--- src/rtl/mul_unit_pkg.sv ---
// Shared definitions for the multiply functional unit: unit encodings,
// opcode constants, pipeline depth and per-stage payload structs.
package mul_unit_pkg;

  // Functional-unit select encodings used by Issue
  typedef enum logic [1:0] {
    FU_ALU_MISC = 2'b00,
    FU_MEM      = 2'b01,
    FU_MULT     = 2'b10,
    FU_NONE     = 2'b11
  } fu_e;

  localparam logic [5:0] FUNCT_MULT = 6'b011000;

  localparam int unsigned MUL_LATENCY = 4;

  localparam int unsigned DATA_W = 32;
  localparam int unsigned HALF_W = 16;
  localparam int unsigned PP_W   = 32;
  localparam int unsigned PROD_W = 64;
  localparam int unsigned REG_W  = 5;

  // S1: operand magnitudes and result sign
  typedef struct packed {
    logic [DATA_W-1:0] mag_a;
    logic [DATA_W-1:0] mag_b;
    logic              neg;
    logic [REG_W-1:0]  regdest;
    logic              writereg;
  } s1_t;

  // S2: four 16x16 partial products
  typedef struct packed {
    logic [PP_W-1:0]  pp_ll;
    logic [PP_W-1:0]  pp_lh;
    logic [PP_W-1:0]  pp_hl;
    logic [PP_W-1:0]  pp_hh;
    logic             neg;
    logic [REG_W-1:0] regdest;
    logic             writereg;
  } s2_t;

  // S3: unsigned 64-bit magnitude product
  typedef struct packed {
    logic [PROD_W-1:0] sum;
    logic              neg;
    logic [REG_W-1:0]  regdest;
    logic              writereg;
  } s3_t;

  // S4: final signed/unsigned product presented to writeback
  typedef struct packed {
    logic [PROD_W-1:0] product;
    logic [REG_W-1:0]  regdest;
    logic              writereg;
  } s4_t;

  // Two's-complement magnitude when take_abs is set; 0x80000000 maps to itself
  function automatic logic [DATA_W-1:0] magnitude(input logic [DATA_W-1:0] x,
                                                  input logic              take_abs);
    return take_abs ? (~x + DATA_W'(1)) : x;
  endfunction

endpackage

--- src/rtl/mul_unit_stage_reg.sv ---
// mul_stage_reg: one pipeline stage register (valid bit + payload) with a
// hold enable and synchronous active-high reset.
//   clock, reset       : clock and synchronous reset (clears valid and data)
//   hold               : keep current contents this edge
//   valid_in, data_in  : next stage contents
//   valid, data        : registered stage contents
module mul_stage_reg #(
  parameter int unsigned WIDTH = 1
) (
  input  logic             clock,
  input  logic             reset,
  input  logic             hold,
  input  logic             valid_in,
  input  logic [WIDTH-1:0] data_in,
  output logic             valid,
  output logic [WIDTH-1:0] data
);

  always_ff @(posedge clock) begin
    if (reset) begin
      valid <= 1'b0;
      data  <= '0;
    end else if (!hold) begin
      valid <= valid_in;
      data  <= data_in;
    end
  end

endmodule

--- src/rtl/mul_unit.sv ---
// mul_unit: 4-stage pipelined 32x32 -> 64 multiplier downstream of Issue.
//   clock, reset          : system clock, synchronous active-high reset
//   iss_*                 : operation from Issue (accepted when not busy)
//   wb_mul_grant          : writeback consumes the presented result
//   mul_busy              : combinational; pipe frozen, no accept
//   mul_wb_*              : registered result (S4) to writeback
//   mul_sb_clear/addr     : combinational retire pulse to the scoreboard
module mul_unit
  import mul_unit_pkg::*;
#(
  parameter int unsigned LATENCY = 4
) (
  input  logic        clock,
  input  logic        reset,
  input  logic        iss_mul_oper,
  input  logic [31:0] iss_ex_rega,
  input  logic [31:0] iss_ex_regb,
  input  logic        iss_ex_unsig,
  input  logic [4:0]  iss_ex_regdest,
  input  logic        iss_ex_writereg,
  input  logic        wb_mul_grant,
  output logic        mul_busy,
  output logic        mul_wb_valid,
  output logic [31:0] mul_wb_lo,
  output logic [31:0] mul_wb_hi,
  output logic [4:0]  mul_wb_regdest,
  output logic        mul_wb_writereg,
  output logic        mul_sb_clear,
  output logic [4:0]  mul_sb_addr
);

  // The stage count is fixed; a mismatched LATENCY is a configuration error
  if (LATENCY != MUL_LATENCY) begin : g_latency_check
    $error("mul_unit implements exactly %0d stages", MUL_LATENCY);
  end

  s1_t s1_d, s1_q;
  s2_t s2_d, s2_q;
  s3_t s3_d, s3_q;
  s4_t s4_d, s4_q;
  logic s1_valid, s2_valid, s3_valid, s4_valid;
  logic hold;

  // A presented but ungranted result freezes the whole pipe
  assign hold     = s4_valid & ~wb_mul_grant;
  assign mul_busy = hold;

  // S1: operand capture as magnitudes plus result sign
  always_comb begin
    s1_d          = '0;
    s1_d.neg      = (iss_ex_rega[DATA_W-1] ^ iss_ex_regb[DATA_W-1]) & ~iss_ex_unsig;
    s1_d.mag_a    = magnitude(iss_ex_rega, iss_ex_rega[DATA_W-1] & ~iss_ex_unsig);
    s1_d.mag_b    = magnitude(iss_ex_regb, iss_ex_regb[DATA_W-1] & ~iss_ex_unsig);
    s1_d.regdest  = iss_ex_regdest;
    s1_d.writereg = iss_ex_writereg;
  end

  // S2: 16x16 partial products, widened so no bits are lost
  always_comb begin
    s2_d          = '0;
    s2_d.pp_ll    = PP_W'(s1_q.mag_a[HALF_W-1:0])      * PP_W'(s1_q.mag_b[HALF_W-1:0]);
    s2_d.pp_lh    = PP_W'(s1_q.mag_a[HALF_W-1:0])      * PP_W'(s1_q.mag_b[DATA_W-1:HALF_W]);
    s2_d.pp_hl    = PP_W'(s1_q.mag_a[DATA_W-1:HALF_W]) * PP_W'(s1_q.mag_b[HALF_W-1:0]);
    s2_d.pp_hh    = PP_W'(s1_q.mag_a[DATA_W-1:HALF_W]) * PP_W'(s1_q.mag_b[DATA_W-1:HALF_W]);
    s2_d.neg      = s1_q.neg;
    s2_d.regdest  = s1_q.regdest;
    s2_d.writereg = s1_q.writereg;
  end

  // S3: recombine partial products into the 64-bit magnitude
  always_comb begin
    s3_d          = '0;
    s3_d.sum      = PROD_W'(s2_q.pp_ll)
                  + (PROD_W'(s2_q.pp_lh) << HALF_W)
                  + (PROD_W'(s2_q.pp_hl) << HALF_W)
                  + (PROD_W'(s2_q.pp_hh) << DATA_W);
    s3_d.neg      = s2_q.neg;
    s3_d.regdest  = s2_q.regdest;
    s3_d.writereg = s2_q.writereg;
  end

  // S4: apply sign
  always_comb begin
    s4_d          = '0;
    s4_d.product  = s3_q.neg ? (~s3_q.sum + PROD_W'(1)) : s3_q.sum;
    s4_d.regdest  = s3_q.regdest;
    s4_d.writereg = s3_q.writereg;
  end

  mul_stage_reg #(.WIDTH($bits(s1_t))) u_s1 (
    .clock    (clock),
    .reset    (reset),
    .hold     (hold),
    .valid_in (iss_mul_oper),
    .data_in  (s1_d),
    .valid    (s1_valid),
    .data     (s1_q)
  );

  mul_stage_reg #(.WIDTH($bits(s2_t))) u_s2 (
    .clock    (clock),
    .reset    (reset),
    .hold     (hold),
    .valid_in (s1_valid),
    .data_in  (s2_d),
    .valid    (s2_valid),
    .data     (s2_q)
  );

  mul_stage_reg #(.WIDTH($bits(s3_t))) u_s3 (
    .clock    (clock),
    .reset    (reset),
    .hold     (hold),
    .valid_in (s2_valid),
    .data_in  (s3_d),
    .valid    (s3_valid),
    .data     (s3_q)
  );

  mul_stage_reg #(.WIDTH($bits(s4_t))) u_s4 (
    .clock    (clock),
    .reset    (reset),
    .hold     (hold),
    .valid_in (s3_valid),
    .data_in  (s4_d),
    .valid    (s4_valid),
    .data     (s4_q)
  );

  assign mul_wb_valid    = s4_valid;
  assign mul_wb_lo       = s4_q.product[DATA_W-1:0];
  assign mul_wb_hi       = s4_q.product[PROD_W-1:DATA_W];
  assign mul_wb_regdest  = s4_q.regdest;
  assign mul_wb_writereg = s4_q.writereg;

  // Retire pulse regardless of writereg so the scoreboard entry always clears
  assign mul_sb_clear = s4_valid & wb_mul_grant;
  assign mul_sb_addr  = s4_q.regdest;

endmodule

--- config.mk ---
export PLATFORM = sky130hd
export DESIGN_NAME = mul_unit
export DESIGN_NICKNAME = d
export VERILOG_FILES = /design/src/rtl/mul_unit_pkg.sv /design/src/rtl/mul_unit_stage_reg.sv /design/src/rtl/mul_unit.sv
export SDC_FILE = /design/constraint.sdc
export NUM_CORES = 2
export LEC_CHECK = 0
export BUFFER_PORTS_ARGS = -buffer_cell sky130_fd_sc_hd__buf_2
export CORE_ASPECT_RATIO = 0.8
export CORE_MARGIN = 2
export CORE_UTILIZATION = 30
export CTS_BUF_LIST = sky130_fd_sc_hd__clkbuf_8
export DETAILED_ROUTE_END_ITERATION = 7
export RECOVER_POWER = 50
export SYNTH_ARGS = -nofsm -noshare
export SYNTH_HDL_FRONTEND = slang
export SYNTH_SLANG_ARGS = --single-unit
--- constraint.sdc ---
create_clock -name clock -period 8.36 [get_ports clock]
set_input_delay 1.254 -clock clock [delete_from_list [all_inputs] [get_ports clock]]
set_output_delay 1.254 -clock clock [all_outputs]
set_load 0.005 [all_outputs]
Yosys cells after proc, flatten, opt, wreduce, memory -nomap -nowiden
Cells that the tools add are included.
- bitwise gates (word level): 11
- multiplexer cells: 3
- shifts and indexed selects: 0
- $mul: 4
- equality and inequality tests: 0
- $add $sub $neg: 6
- magnitude comparators: 0
- div/mod/pow operators: 0
- reduce and logical (&&, ||, !) cells: 0
- operators by type and width (kind ; count):
    multiplier 16 x 16 -> 32 bit ; 4
    adder 32 x 1 -> 32 bit, second input constant ; 2
    adder 50 x 64 -> 64 bit ; 1
    adder 64 x 1 -> 64 bit, second input constant ; 1
    2-to-1 mux 32 bit ; 2
    2-to-1 mux 64 bit ; 1
    NOT 32 bit ; 2
    NOT 64 bit ; 1
    adder 49 x 48 -> 50 bit ; 1
    adder 32 x 48 -> 49 bit ; 1
    AND 1 bit ; 5
    NOT 1 bit ; 2
    XOR 1 bit ; 1
- latch bits: 0
- bits of input ports: 75
- bits in writable memories: 0
- memories kept: 0
- bits in read-only memories: 0
- flip-flop bits (word level): 351

Logic depth before layout (Yosys ltp)
- depth after elaboration: 3
- depth in mapped cells: 25

Hierarchy
Synthesis repeated with hierarchy kept, for this count alone.
- cells, all modules: 5674
- area total of the unflattened synthesis: 50951.4 um2
- by module, submodules not included (module ; times used ; seq. area each (um2) ; cells each ; area each (um2)):
    mul_unit ; 1 ; 0.0 ; 4543 ; 38443.1
    mul_stage_reg (u_s1 ...) ; 2 ; 1441.4 ; 232 ; 2580.0
    mul_stage_reg (u_s2) ; 1 ; 2722.6 ; 438 ; 4802.1
    mul_stage_reg (u_s4) ; 1 ; 1421.4 ; 229 ; 2546.2

Worst setup path before layout
No wires, ideal clock.
- path kind: flip-flop to flip-flop
- start: register u_s1.data[50]
- end: register u_s2.data[128]
- arrival: 6060 ps
- stages on the path, launching flop included: 22
- clock period less this slack: 6176 ps
- path buffers: 2
- required time: 8243 ps
- slack: 2184 ps
- path through: dfxtp_1 -> clkbuf_1 -> nand2_1 -> fa_1 -> fa_1 -> inv_1 -> fa_1 -> fa_1 -> fa_1 -> inv_1 -> fa_1 -> inv_1 -> ha_1 -> clkbuf_1 -> a21oi_1 -> o22ai_1 -> a2111oi_4 -> o21bai_1 -> a311o_1 -> a221o_1 -> xor2_1 -> a22o_1
- cells in the longest elaborated chain, start to end: 1
- ends and longest elaborated chain (element ; line ; text):
    start: declaration ; mul_unit_stage_reg.sv:16 ; output logic [WIDTH-1:0] data
    start signal: assignment ; mul_unit_stage_reg.sv:25 ; data <= data_in;
    multiplier 16 x 16 -> 32 bit ; mul_unit.sv:61 ; s2_d.pp_ll = PP_W'(s1_q.mag_a[HALF_W-1:0]) * PP_W'(s1_q.mag_b[HALF_W-1:0]);
    end signal: assignment ; mul_unit_stage_reg.sv:25 ;
    end: declaration ; mul_unit_stage_reg.sv:16 ;
No other way between the ends.
A chain may end at the register's enable or synchronous reset.

Worst setup path after layout
- start: input port wb_mul_grant
- end: output port mul_busy
- cells in the longest elaborated chain, start to end: 2
- ends and longest elaborated chain (element ; line ; text):
    start: declaration ; mul_unit.sv:21 ; input logic wb_mul_grant,
    NOT 1 bit ; mul_unit.sv:45 ; assign hold = s4_valid & ~wb_mul_grant;
    AND 1 bit ; mul_unit.sv:45 ;
    end: declaration ; mul_unit.sv:22 ; output logic mul_busy,
No other way between the ends.

==> impl_metrics.ini <==
[status]
status = finished with violations
failed_checks = max-capacitance violations, max-slew violations

[floorplanning]
die_area_um2 = 171900
ios = 153
initial_core_util = 0.3025
coreArea_um2 = 167200
row_count = 134
dieHeight_um = 371.2
chipWidth_um = 463.0

[clocking]
clock-sinks = 351
cts_hold_buf = 0
cts_resized = 0
htreeDepth = 3
tritoncts = done
clkLatencyLatePin_ps = 750
cts_setup_buffers = 0
cts_root_buf = clkbuf_8
clk_path_buf_depth = 3
clk_pin_slew_ps = 60
cts_inserted_buffers = 76

[yosys]
synth_largest_area_cell = fa_1
syn-cell-area_um2 = 50560
netlist_instances = 5956
avgSynthCellArea_um2 = 8.489
ys_seq_area_frac = 0.1390
synth_cell_type_count = 83
synth_common_cells = nand2_1 (1009), inv_1 (935), fa_1 (809)
yosysMostFrequentCell = nand2_1
synth_top_cell_area_share = 0.3203
synth_nets = 7291
synth-async-reset-ratio = 0
synth-edff-count = 0
yosys_warnings = 0
ys_seq_elements = 351
synth.area.top_cells = fa_1 (32%), dfxtp_1 (14%), ha_1 (11%)
synth_ff_type = dfxtp_1

[finish]
nNetsFinal = 7286
drive_above_1_share = 0.05676
register_area_um2 = 7034
fillCellCount = 17440
multi_input_area_um2 = 38730
post-route-util = 0.3310
area_delta_synth_final_pct = 9.421

[critical_path]
worstSetupPathType = input port to primary output
worst_setup_path_end_kind = primary output
arrival_ps = 5870
cp_slowest_stage_delay_ps = 2480
cpLargestDelayFamily = buffers and inverters
cp_max_fo = 54
cp.required_ps = 7110
cp_slowest_cell = clkinvlp_2
cpMostUsedCell = buf_2
cp-start-kind = input port
crit_chain = buf_2 > nand2b_1 > clkinvlp_2 > buf_2
crit_buf_inv = 3

[routing]
wl_met3_mm = 9.328
highest-signal-layer = met5
wl_mm = 152.4
first_iter_violations = 2604
wire_per_inst_um = 18.47
dr.pass1.iters = 6
routed_via_density = 4.900
final_antenna_net_count = 0
num_vias = 40440
wl_met2_mm = 72.04
wl_met1_mm = 67.65
drc = 0

[job]
cap_violations = 8

[timing]
hold_viol = 0
post-route-period-util = 0.8520
fin_crit_ps = 7123
fmax_mhz = 140.4
setup-violations-final = 0
clock_skew_ps = 45.16
grt_setup_unrepaired = false
slew_headroom = -1.975
slew_viol_final = 415
tns_ps = 0
worstMarginPinSlew_ps = 4462

[power_and_ir_drop]
max-vdd-ir-drop_uv = 119.6
p_per_area_nw_per_um2 = 186.7
p_leak_nw = 26.42

[place]
dp_hpwl_mm = 119.2
port_buffers = 152
place_congestion = 0.8825

[global_route]
antenna_found_initial = 7
grt_pass1_wl_mm = 240.8
grt_overflow = 0
grt_pass1_vias = 41790
grt_usage = 0.1773
grt_max_degree = 157

[hold_path]
hp-class = register to register
[per-stage QoR]
| step | std cells | hold WS, ps | worst slack (ps) | cell area, um2 | total power [W] |
|---|---|---|---|---|---|
| floorplan | 5956 | 424.9 | 2184 | 50560 | 0.006302 |
| global placement | 8117 | 436.1 | 1421 | 53730 | 0.008125 |
| detailed placement | 8117 | 441.2 | 1327 | 53730 | 0.008188 |
| CTS | 8252 | 437.6 | 1340 | 55440 | 0.01049 |
| global route | 8254 | 459.3 | 660.1 | 55320 | 0.01125 |
| finish | 8254 | 446.8 | 1237 | 55320 | 0.01033 |
[final timing paths]
kind                                  endpoint  cells past startpoint     startpoint  slack, ps
worst max register to register  u_s2.data[129]                     19  u_s1.data[51]       1250
worst max-delay path                  mul_busy                      4   wb_mul_grant       1240
worst min register to register    u_s2.data[2]                      2   u_s1.data[2]        450
worst min-delay path              u_s2.data[2]                      2   u_s1.data[2]        450
[report_power, final]
group / internal, W / switching [W] / total [W]
Sequential: 0.00200 / 0.000449 / 0.00244
Combinational: 0.00224 / 0.00346 / 0.00570
Clock: 0.00126 / 0.000925 / 0.00219
[flip-flops by register name, indices dropped and copies added (netlist names)]
signal / cells
u_s3.data: 71
u_s2.data: 135
u_s3.valid: 1
u_s1.data: 71
u_s2.valid: 1
u_s4.data: 70
u_s1.valid: 1
u_s4.valid: 1
[area by class of cell]
cell class | count | area share
tap | 2244 | 0.05075
inverter | 935 | 0.06346
timing repair buffer | 257 | 0.02746
sequential | 351 | 0.1271
multi-input combinational | 4330 | 0.7001
clock buffer | 89 | 0.02214
antenna | 2 | 0.00009046
clock inverter | 46 | 0.008866
[tightest hold or removal path: stages (launching register included)]
cell,delay (ps)
dfxtp_1,300
nand2_1,50
a21oi_1,50
[cells in the final DEF (no fill, tap or decap), types with 65 or more instances in the layout]
master,netlist,routed
clkbuf_8,0,89
a21o_1,96,96
nor2_1,215,215
buf_4,5,92
o21ai_0,189,189
buf_2,0,91
xnor2_1,124,124
clkbuf_1,331,65
xor2_1,132,132
inv_1,935,953
dfxtp_1,351,345
nand2_1,1009,1009
fa_1,809,809
and2_1,484,484
ha_1,451,451
a211oi_1,117,117
a21oi_1,285,285
[logic make-up after synthesis]
kind of cell	after synthesis	synth area share
buffers and inverters	1275	0.09503
DFF	351	0.1390
xor gates and xnor gates	256	0.04435
adders and majority gates	1260	0.4319
and+or+nand+nor	1929	0.1781
AOI/OAI and AO/OA	882	0.1110
muxes	3	0.0005940
[layer usage]
metal | global-route usage | vias up
met4 | 0.04286 | 6
met3 | 0.03116 | 230
met2 | 0.2966 | 1107
met1 | 0.2374 | 20440
li1 | - | 18660
met5 | 0 | -
Note: power is estimated with default switching activity, not from simulation.
